[src/rtl/lightboard_pkg.sv]
// Shared constants and types for the frame-buffer write path.
//   PIXELS_PER_PKT : pixel bytes carried by one packet
//   FRAME_W/H      : frame geometry, FRAME_PIXELS = FRAME_W * FRAME_H
//   BEAT_ADDR_W    : frame-buffer address width carried in a write beat
//   wr_state_t     : packet-tracking FSM states
//   wr_beat_t      : one frame-buffer write (address + pixel byte)
package lightboard_pkg;

    localparam int unsigned PIXELS_PER_PKT = 320;
    localparam int unsigned FRAME_W        = 320;
    localparam int unsigned FRAME_H        = 240;
    localparam int unsigned FRAME_PIXELS   = FRAME_W * FRAME_H;
    localparam int unsigned BEAT_ADDR_W    = 17;

    typedef enum logic [1:0] {
        IDLE,
        ACTIVE,
        DROP
    } wr_state_t;

    typedef struct packed {
        logic [BEAT_ADDR_W-1:0] addr;
        logic [7:0]             data;
    } wr_beat_t;

endpackage

[src/rtl/pixel_wr_fifo.sv]
// Synchronous FIFO of write beats.
//   clk, rst_n : clock, synchronous active-low reset (empties the FIFO)
//   push       : request to store push_beat
//   push_beat  : beat to store
//   pop        : consumer takes the head beat this cycle
//   full/empty : occupancy flags
//   head       : oldest stored beat (meaningful only when !empty)
// A push while full is accepted when a pop happens in the same cycle.
module pixel_wr_fifo
    import lightboard_pkg::*;
#(
    parameter int unsigned FIFO_DEPTH = 4
) (
    input  logic     clk,
    input  logic     rst_n,
    input  logic     push,
    input  wr_beat_t push_beat,
    input  logic     pop,
    output logic     full,
    output logic     empty,
    output wr_beat_t head
);

    localparam int unsigned PTR_W = $clog2(FIFO_DEPTH);

    wr_beat_t         mem [FIFO_DEPTH];
    logic [PTR_W-1:0] wptr;
    logic [PTR_W-1:0] rptr;
    logic [PTR_W:0]   count;
    logic             do_push;
    logic             do_pop;

    assign empty   = (count == '0);
    assign full    = (count == (PTR_W+1)'(FIFO_DEPTH));
    assign do_pop  = pop && !empty;
    assign do_push = push && (!full || do_pop);
    assign head    = mem[rptr];

    always_ff @(posedge clk) begin
        if (do_push) begin
            mem[wptr] <= push_beat;
        end
    end

    always_ff @(posedge clk) begin
        if (!rst_n) begin
            wptr  <= '0;
            rptr  <= '0;
            count <= '0;
        end else begin
            if (do_push) begin
                wptr <= wptr + 1'b1;
            end
            if (do_pop) begin
                rptr <= rptr + 1'b1;
            end
            case ({do_push, do_pop})
                2'b10:   count <= count + 1'b1;
                2'b01:   count <= count - 1'b1;
                default: count <= count;
            endcase
        end
    end

endmodule

[src/rtl/pixel_frame_writer.sv]
// Converts packet start indices and pixel bytes into frame-buffer write beats.
//   clk, rst_n     : clock, synchronous active-low reset
//   addr_axiov     : strobe, addr holds a packet start pixel index
//   addr           : packet start pixel index (24 bit)
//   pixel_axiov    : strobe, pixel holds the next pixel byte
//   pixel          : pixel byte
//   wr_ready       : frame-buffer port accepts a beat this cycle
//   wr_valid       : beat available
//   wr_addr        : frame-buffer address of the head beat
//   wr_data        : pixel byte of the head beat
//   pkt_done       : pulse, a full packet of pixels was accepted
//   frame_done     : pulse, the completed packet ended at the frame end
//   bad_addr_err   : pulse, packet rejected as out of range
//   short_pkt_err  : pulse, new addr arrived before the packet completed
//   ovf_count      : saturating count of beats dropped on FIFO full
module pixel_frame_writer #(
    parameter int unsigned PIXELS_PER_PKT = lightboard_pkg::PIXELS_PER_PKT,
    parameter int unsigned FRAME_PIXELS   = lightboard_pkg::FRAME_PIXELS,
    parameter int unsigned ADDR_W         = lightboard_pkg::BEAT_ADDR_W,
    parameter int unsigned FIFO_DEPTH     = 4
) (
    input  logic              clk,
    input  logic              rst_n,
    input  logic              addr_axiov,
    input  logic [23:0]       addr,
    input  logic              pixel_axiov,
    input  logic [7:0]        pixel,
    input  logic              wr_ready,
    output logic              wr_valid,
    output logic [ADDR_W-1:0] wr_addr,
    output logic [7:0]        wr_data,
    output logic              pkt_done,
    output logic              frame_done,
    output logic              bad_addr_err,
    output logic              short_pkt_err,
    output logic [15:0]       ovf_count
);

    import lightboard_pkg::*;

    localparam int unsigned CNT_W = $clog2(PIXELS_PER_PKT + 1);

    wr_state_t         state;
    wr_state_t         next_state;
    logic [CNT_W-1:0]  pix_cnt;
    logic [ADDR_W-1:0] base;
    logic [24:0]       addr_end;
    logic [24:0]       base_end;
    logic              in_range;
    logic              push;
    logic              last_pix;
    logic              pop;
    logic              fifo_full;
    logic              fifo_empty;
    wr_beat_t          push_beat;
    wr_beat_t          head;

    // 25-bit sums so a start index near 2^24 cannot wrap into range.
    assign addr_end = {1'b0, addr} + 25'(PIXELS_PER_PKT);
    assign base_end = 25'(base) + 25'(PIXELS_PER_PKT);
    assign in_range = (addr_end <= 25'(FRAME_PIXELS));

    assign push_beat.addr = BEAT_ADDR_W'(base + ADDR_W'(pix_cnt));
    assign push_beat.data = pixel;

    assign wr_valid = !fifo_empty;
    assign pop      = wr_valid && wr_ready;
    assign wr_addr  = wr_valid ? ADDR_W'(head.addr) : '0;
    assign wr_data  = wr_valid ? head.data : '0;

    always_comb begin
        next_state = state;
        push       = 1'b0;
        last_pix   = 1'b0;
        if (addr_axiov) begin
            next_state = in_range ? ACTIVE : DROP;
        end else if (pixel_axiov && state == ACTIVE) begin
            push = 1'b1;
            if (pix_cnt == CNT_W'(PIXELS_PER_PKT - 1)) begin
                last_pix   = 1'b1;
                next_state = IDLE;
            end
        end
    end

    always_ff @(posedge clk) begin
        if (!rst_n) begin
            state         <= IDLE;
            pix_cnt       <= '0;
            base          <= '0;
            pkt_done      <= 1'b0;
            frame_done    <= 1'b0;
            bad_addr_err  <= 1'b0;
            short_pkt_err <= 1'b0;
            ovf_count     <= '0;
        end else begin
            state         <= next_state;
            pkt_done      <= last_pix;
            frame_done    <= last_pix && (base_end == 25'(FRAME_PIXELS));
            bad_addr_err  <= addr_axiov && !in_range;
            short_pkt_err <= addr_axiov && (state == ACTIVE);
            if (addr_axiov && in_range) begin
                base    <= addr[ADDR_W-1:0];
                pix_cnt <= '0;
            end else if (push) begin
                // Advances even when the beat is dropped, keeping later addresses aligned.
                pix_cnt <= pix_cnt + 1'b1;
            end
            if (push && fifo_full && !pop && ovf_count != '1) begin
                ovf_count <= ovf_count + 1'b1;
            end
        end
    end

    pixel_wr_fifo #(
        .FIFO_DEPTH(FIFO_DEPTH)
    ) u_fifo (
        .clk       (clk),
        .rst_n     (rst_n),
        .push      (push),
        .push_beat (push_beat),
        .pop       (pop),
        .full      (fifo_full),
        .empty     (fifo_empty),
        .head      (head)
    );

endmodule

[config.mk]
export PLATFORM = sky130hd
export DESIGN_NAME = pixel_frame_writer
export DESIGN_NICKNAME = d
export VERILOG_FILES = /design/src/rtl/lightboard_pkg.sv /design/src/rtl/pixel_wr_fifo.sv /design/src/rtl/pixel_frame_writer.sv
export SDC_FILE = /design/constraint.sdc
export NUM_CORES = 1
export LEC_CHECK = 0
export ABC_AREA = 1
export CORE_MARGIN = 10
export CORE_UTILIZATION = 25
export CTS_BUF_LIST = sky130_fd_sc_hd__clkbuf_8
export CTS_CLUSTER_SIZE = 28
export DETAILED_ROUTE_END_ITERATION = 10
export SLEW_MARGIN = 0
export SYNTH_ARGS = -nofsm -noshare
export SYNTH_HDL_FRONTEND = slang
export SYNTH_SLANG_ARGS = --single-unit
[constraint.sdc]
create_clock -name clk -period 7.15 [get_ports clk]
set_input_delay 0.715 -clock clk [delete_from_list [all_inputs] [get_ports clk]]
set_output_delay 0.715 -clock clk [all_outputs]
set_load 0.02 [all_outputs]
==> run_results.csv <==
group,metric,value,unit
power_and_ir_drop,power.density,245,mW/mm^2
timing,fin_setup_tns,0,ns
cts,postCtsSetupRepairBufs,0,
synth,synth-seq-cells,157,
floorplanning,pin_count,83,
cells_and_area,layout-drive-gt1-share,6.24,%
power_and_ir_drop,p_total,2.28,mW
floorplanning,die_w,195,um
synth,ys_types,33,
synth,synth_area_leaders,"edfxtp_1 (39%), dfxtp_1 (15%), nor2_1 (8.5%)",
cells_and_area,multiInputGateArea,0.00294,sq mm
timing,whs,0.474,ns
synth,synth_compound_area_share,9.20,%
power_and_ir_drop,pwr-share-clk,28.5,%
synth,yosys.area.top_type,"edfxtp_1",
hold_path,hp-class,"reg2reg",
worst_setup_path,cp_top_family,"buffers and inverters",
worst_setup_path,cp-end-kind,"output pin",
grt,antenna_found_initial,0,
cts,ctsHtreeMaxLevel,4,
cts,insertion_delay,0.46,ns
power_and_ir_drop,p_seq_share,42.8,%
cells_and_area,finish.instance_area,0.00930,sq mm
timing,hold_viol,0,
cells_and_area,antenna_cells,0,
cts,cts_root_buf,"clkbuf_8",
routing,ant_nets,0,
cts,cts_made_buffers,17,
routing,routed_wl,18.6,mm
floorplanning,core-area,0.0304,sq mm
worst_setup_path,cp.arrival,3.14,ns
cells_and_area,post-route-util,30.6,%
routing,drt_pass1_iterations,5,
synth,synth_warnings,0,
power_and_ir_drop,p_int,1.48,mW
worst_setup_path,cp_max_fo,26,
timing,period_minus_slack,3.86,ns
grt,grt_pass1_vias,5769,
cells_and_area,seq_area,0.00414,sq mm
synth,syn_area,0.00766,sq mm
grt,grtUsageTotal,9.58,%
timing,worst_slew_pin_slew,0.865,ns
run_status,status,"completed",
synth,avgSynthCellArea,8.49,sq um
timing,rsz0062_at_grt,"false",
timing,worst_slack,3.29,ns
synth,synth.top_cell.area_share,39.2,%
placed_design,pre_cts_slack,3.72,ns
cts,ctsResizeCount,0,
floorplanning,initial_utilization,25.2,%
cells_and_area,final_cells,1390,
placed_design,dp_hpwl,12.9,mm
floorplanning,fp.dieH,195,um
cts,cts_hold_buf,0,
grt,grt_remaining_overflow,0,
routing,drc,0,
power_and_ir_drop,p_comb_share,28.8,%
synth,syn_inst,902,
routing,vias,5994,
synth,synth-simple-area-share,22.8,%
floorplanning,die-area,0.0380,sq mm
routing,drt_iter0_drc,391,
power_and_ir_drop,power_leakage,3.52,nW
worst_setup_path,cp_num_buf_inv,3,
worst_setup_path,critPathKind,"reg2out",
placed_design,placedCellCount,1358,
worst_setup_path,slowest_stage,"clkinv_1",
worst_setup_path,cp.required,6.43,ns
synth,yosys.area_share.xor_xnor,3.32,%
routing,routedWlPerCell,13.4,um
worst_setup_path,critPathMaxStageDelay,0.77,ns
timing,finalSetupViolCount,0,
timing,relSlewSlack,42.0,%
cells_and_area,fin_nets,1035,
synth,seq_area_frac_synth,54.1,%
synth,synth_fa_ha_area_share,2.97,%
power_and_ir_drop,peakVddDrop,0.109,mV
grt,grt_pass1_wl,30.2,mm
cells_and_area,fill_cells,3193,
placed_design,routabilityCongestion,0.829,
power_and_ir_drop,netSwitchingFraction,35.1,%
placed_design,post_dp_cell_area,0.00891,sq mm
routing,vias_per_cell,4.31,
cts,clkSlewWorstSetupHoldPaths,0.10,ns
cts,cts.sinks,157,
worst_setup_path,crit_chain,"buf_4 > clkinv_1 > nor2_1 > o21ai_0 > a21oi_1 > clkdlybuf4s50_1",
synth,synth.area.mux_share,0,%
timing,max_freq,0.259,GHz
grt,grt_start_max_net_pins,52,
placed_design,port_buffers,82,
worst_setup_path,critical_path.startpoint_type,"register",
cts,clockBufferDepth,2,
synth,synth_nets,956,
hold_path,hold_depth,2,
timing,post-route-period-util,54.0,%
timing,skew,0.0182,ns
worst_setup_path,path_depth,6,
floorplanning,row_count,64,
run,cap_violations,0,
cells_and_area,area_delta_synth_final,21.5,%
power_and_ir_drop,p_switching,0.801,mW
timing,final-max-slew-violation-count,0,
worst_setup_path,r2r_cells,9,
synth,synth_top_family_by_area,"simple AND/OR/NAND/NOR gates",
cts,cts_tree,"done",
## Yosys cell counts, drive strengths merged
cell     count
ha          15
o22ai        1
o21ai       71
nand2      155
nor3        14
nand3       35
clkbuf      24
xnor2        5
fa           2
a21oi       61
edfxtp     100
nor2       179
clkinv       2
a21o         1
dfxtp       57
o2111ai      1
a21boi       1
a31oi        1
a211oi       1
nor4         5
xor2        24
buf          7
inv        114
nand4       26
## cell usage in the layout, fill, tap and decap left out, types with 5 or more instances in the layout
cell type | netlist | final
nor2_1 | 174 | 170
nand2_1 | 152 | 152
inv_1 | 106 | 106
edfxtp_1 | 100 | 100
clkdlybuf4s50_1 | 0 | 82
o21ai_0 | 67 | 67
a21oi_1 | 61 | 61
dfxtp_1 | 57 | 57
nand3_1 | 35 | 35
nand4_1 | 25 | 25
xor2_1 | 24 | 24
clkbuf_8 | 0 | 17
ha_1 | 15 | 15
nor3_1 | 14 | 14
buf_4 | 0 | 9
inv_2 | 8 | 8
inv_8 | 0 | 7
xnor2_1 | 5 | 5
nor2_2 | 1 | 5
nor4_1 | 5 | 5
## registers in the layout, summed over array words and instances (netlist names), named ones only
name and cells:
frame_done 1, pkt_done 1, u_fifo.wptr 2, u_fifo.rptr 2, ovf_count 16, u_fifo.count 3
u_fifo.mem 100, base 17, state 2, pix_cnt 9, short_pkt_err 1, bad_addr_err 1
## routing by layer
layer  share of wire [%]  vias up  global-route usage (%)
li1                    -     3122                       -
met1                  50     2721                    12.7
met2                  44      137                    14.9
met3                 5.6       14                    2.93
met4                0.82        0                    2.32
met5                   0        -                       0
## tightest hold or removal path, stage by stage (launching register included)
cell and delay (ns):
dfxtp_1 0.32, clkinv_1 0.06, a21oi_1 0.06
## final cells by class
| cell class | instances | share of cell area (%) |
|---|---|---|
| clock buffers | 17 | 2.52 |
| repair buffers | 91 | 9.55 |
| inverters | 116 | 4.68 |
| well taps | 396 | 5.33 |
| clock inverters | 15 | 1.71 |
| multi-input cells | 598 | 31.7 |
| flip-flops and latches | 157 | 44.6 |
## power by group through the flow
stage	combinational (mW)	sequential [mW]	clock, mW
2_1_floorplan	0.367	0.996	0
3_3_place_gp	0.668	0.996	0
3_5_place_dp	0.673	0.997	0
4_1_cts	0.675	0.976	0.674
5_1_grt	0.724	0.979	0.710
6_report	0.657	0.976	0.650
## cells by family after synthesis
kind of cell             count (synthesis)
AND/OR/NAND/NOR                        414
flip-flops                             157
buffers and inverters                  147
AO/OA/AOI/OAI                          138
XOR/XNOR                                29
adder cells (fa/ha/maj)                 17
## worst paths after layout
check	startpoint	to	slack (ns)
worst max-delay path	register	wr_addr[2]	3.29
worst min-delay path	state[1]	state[1]	0.47
worst max register to register	pix_cnt[0]	u_fifo.mem[0][24]	4.78
worst min register to register	state[1]	state[1]	0.47
Power figures use the tool's default switching activity.
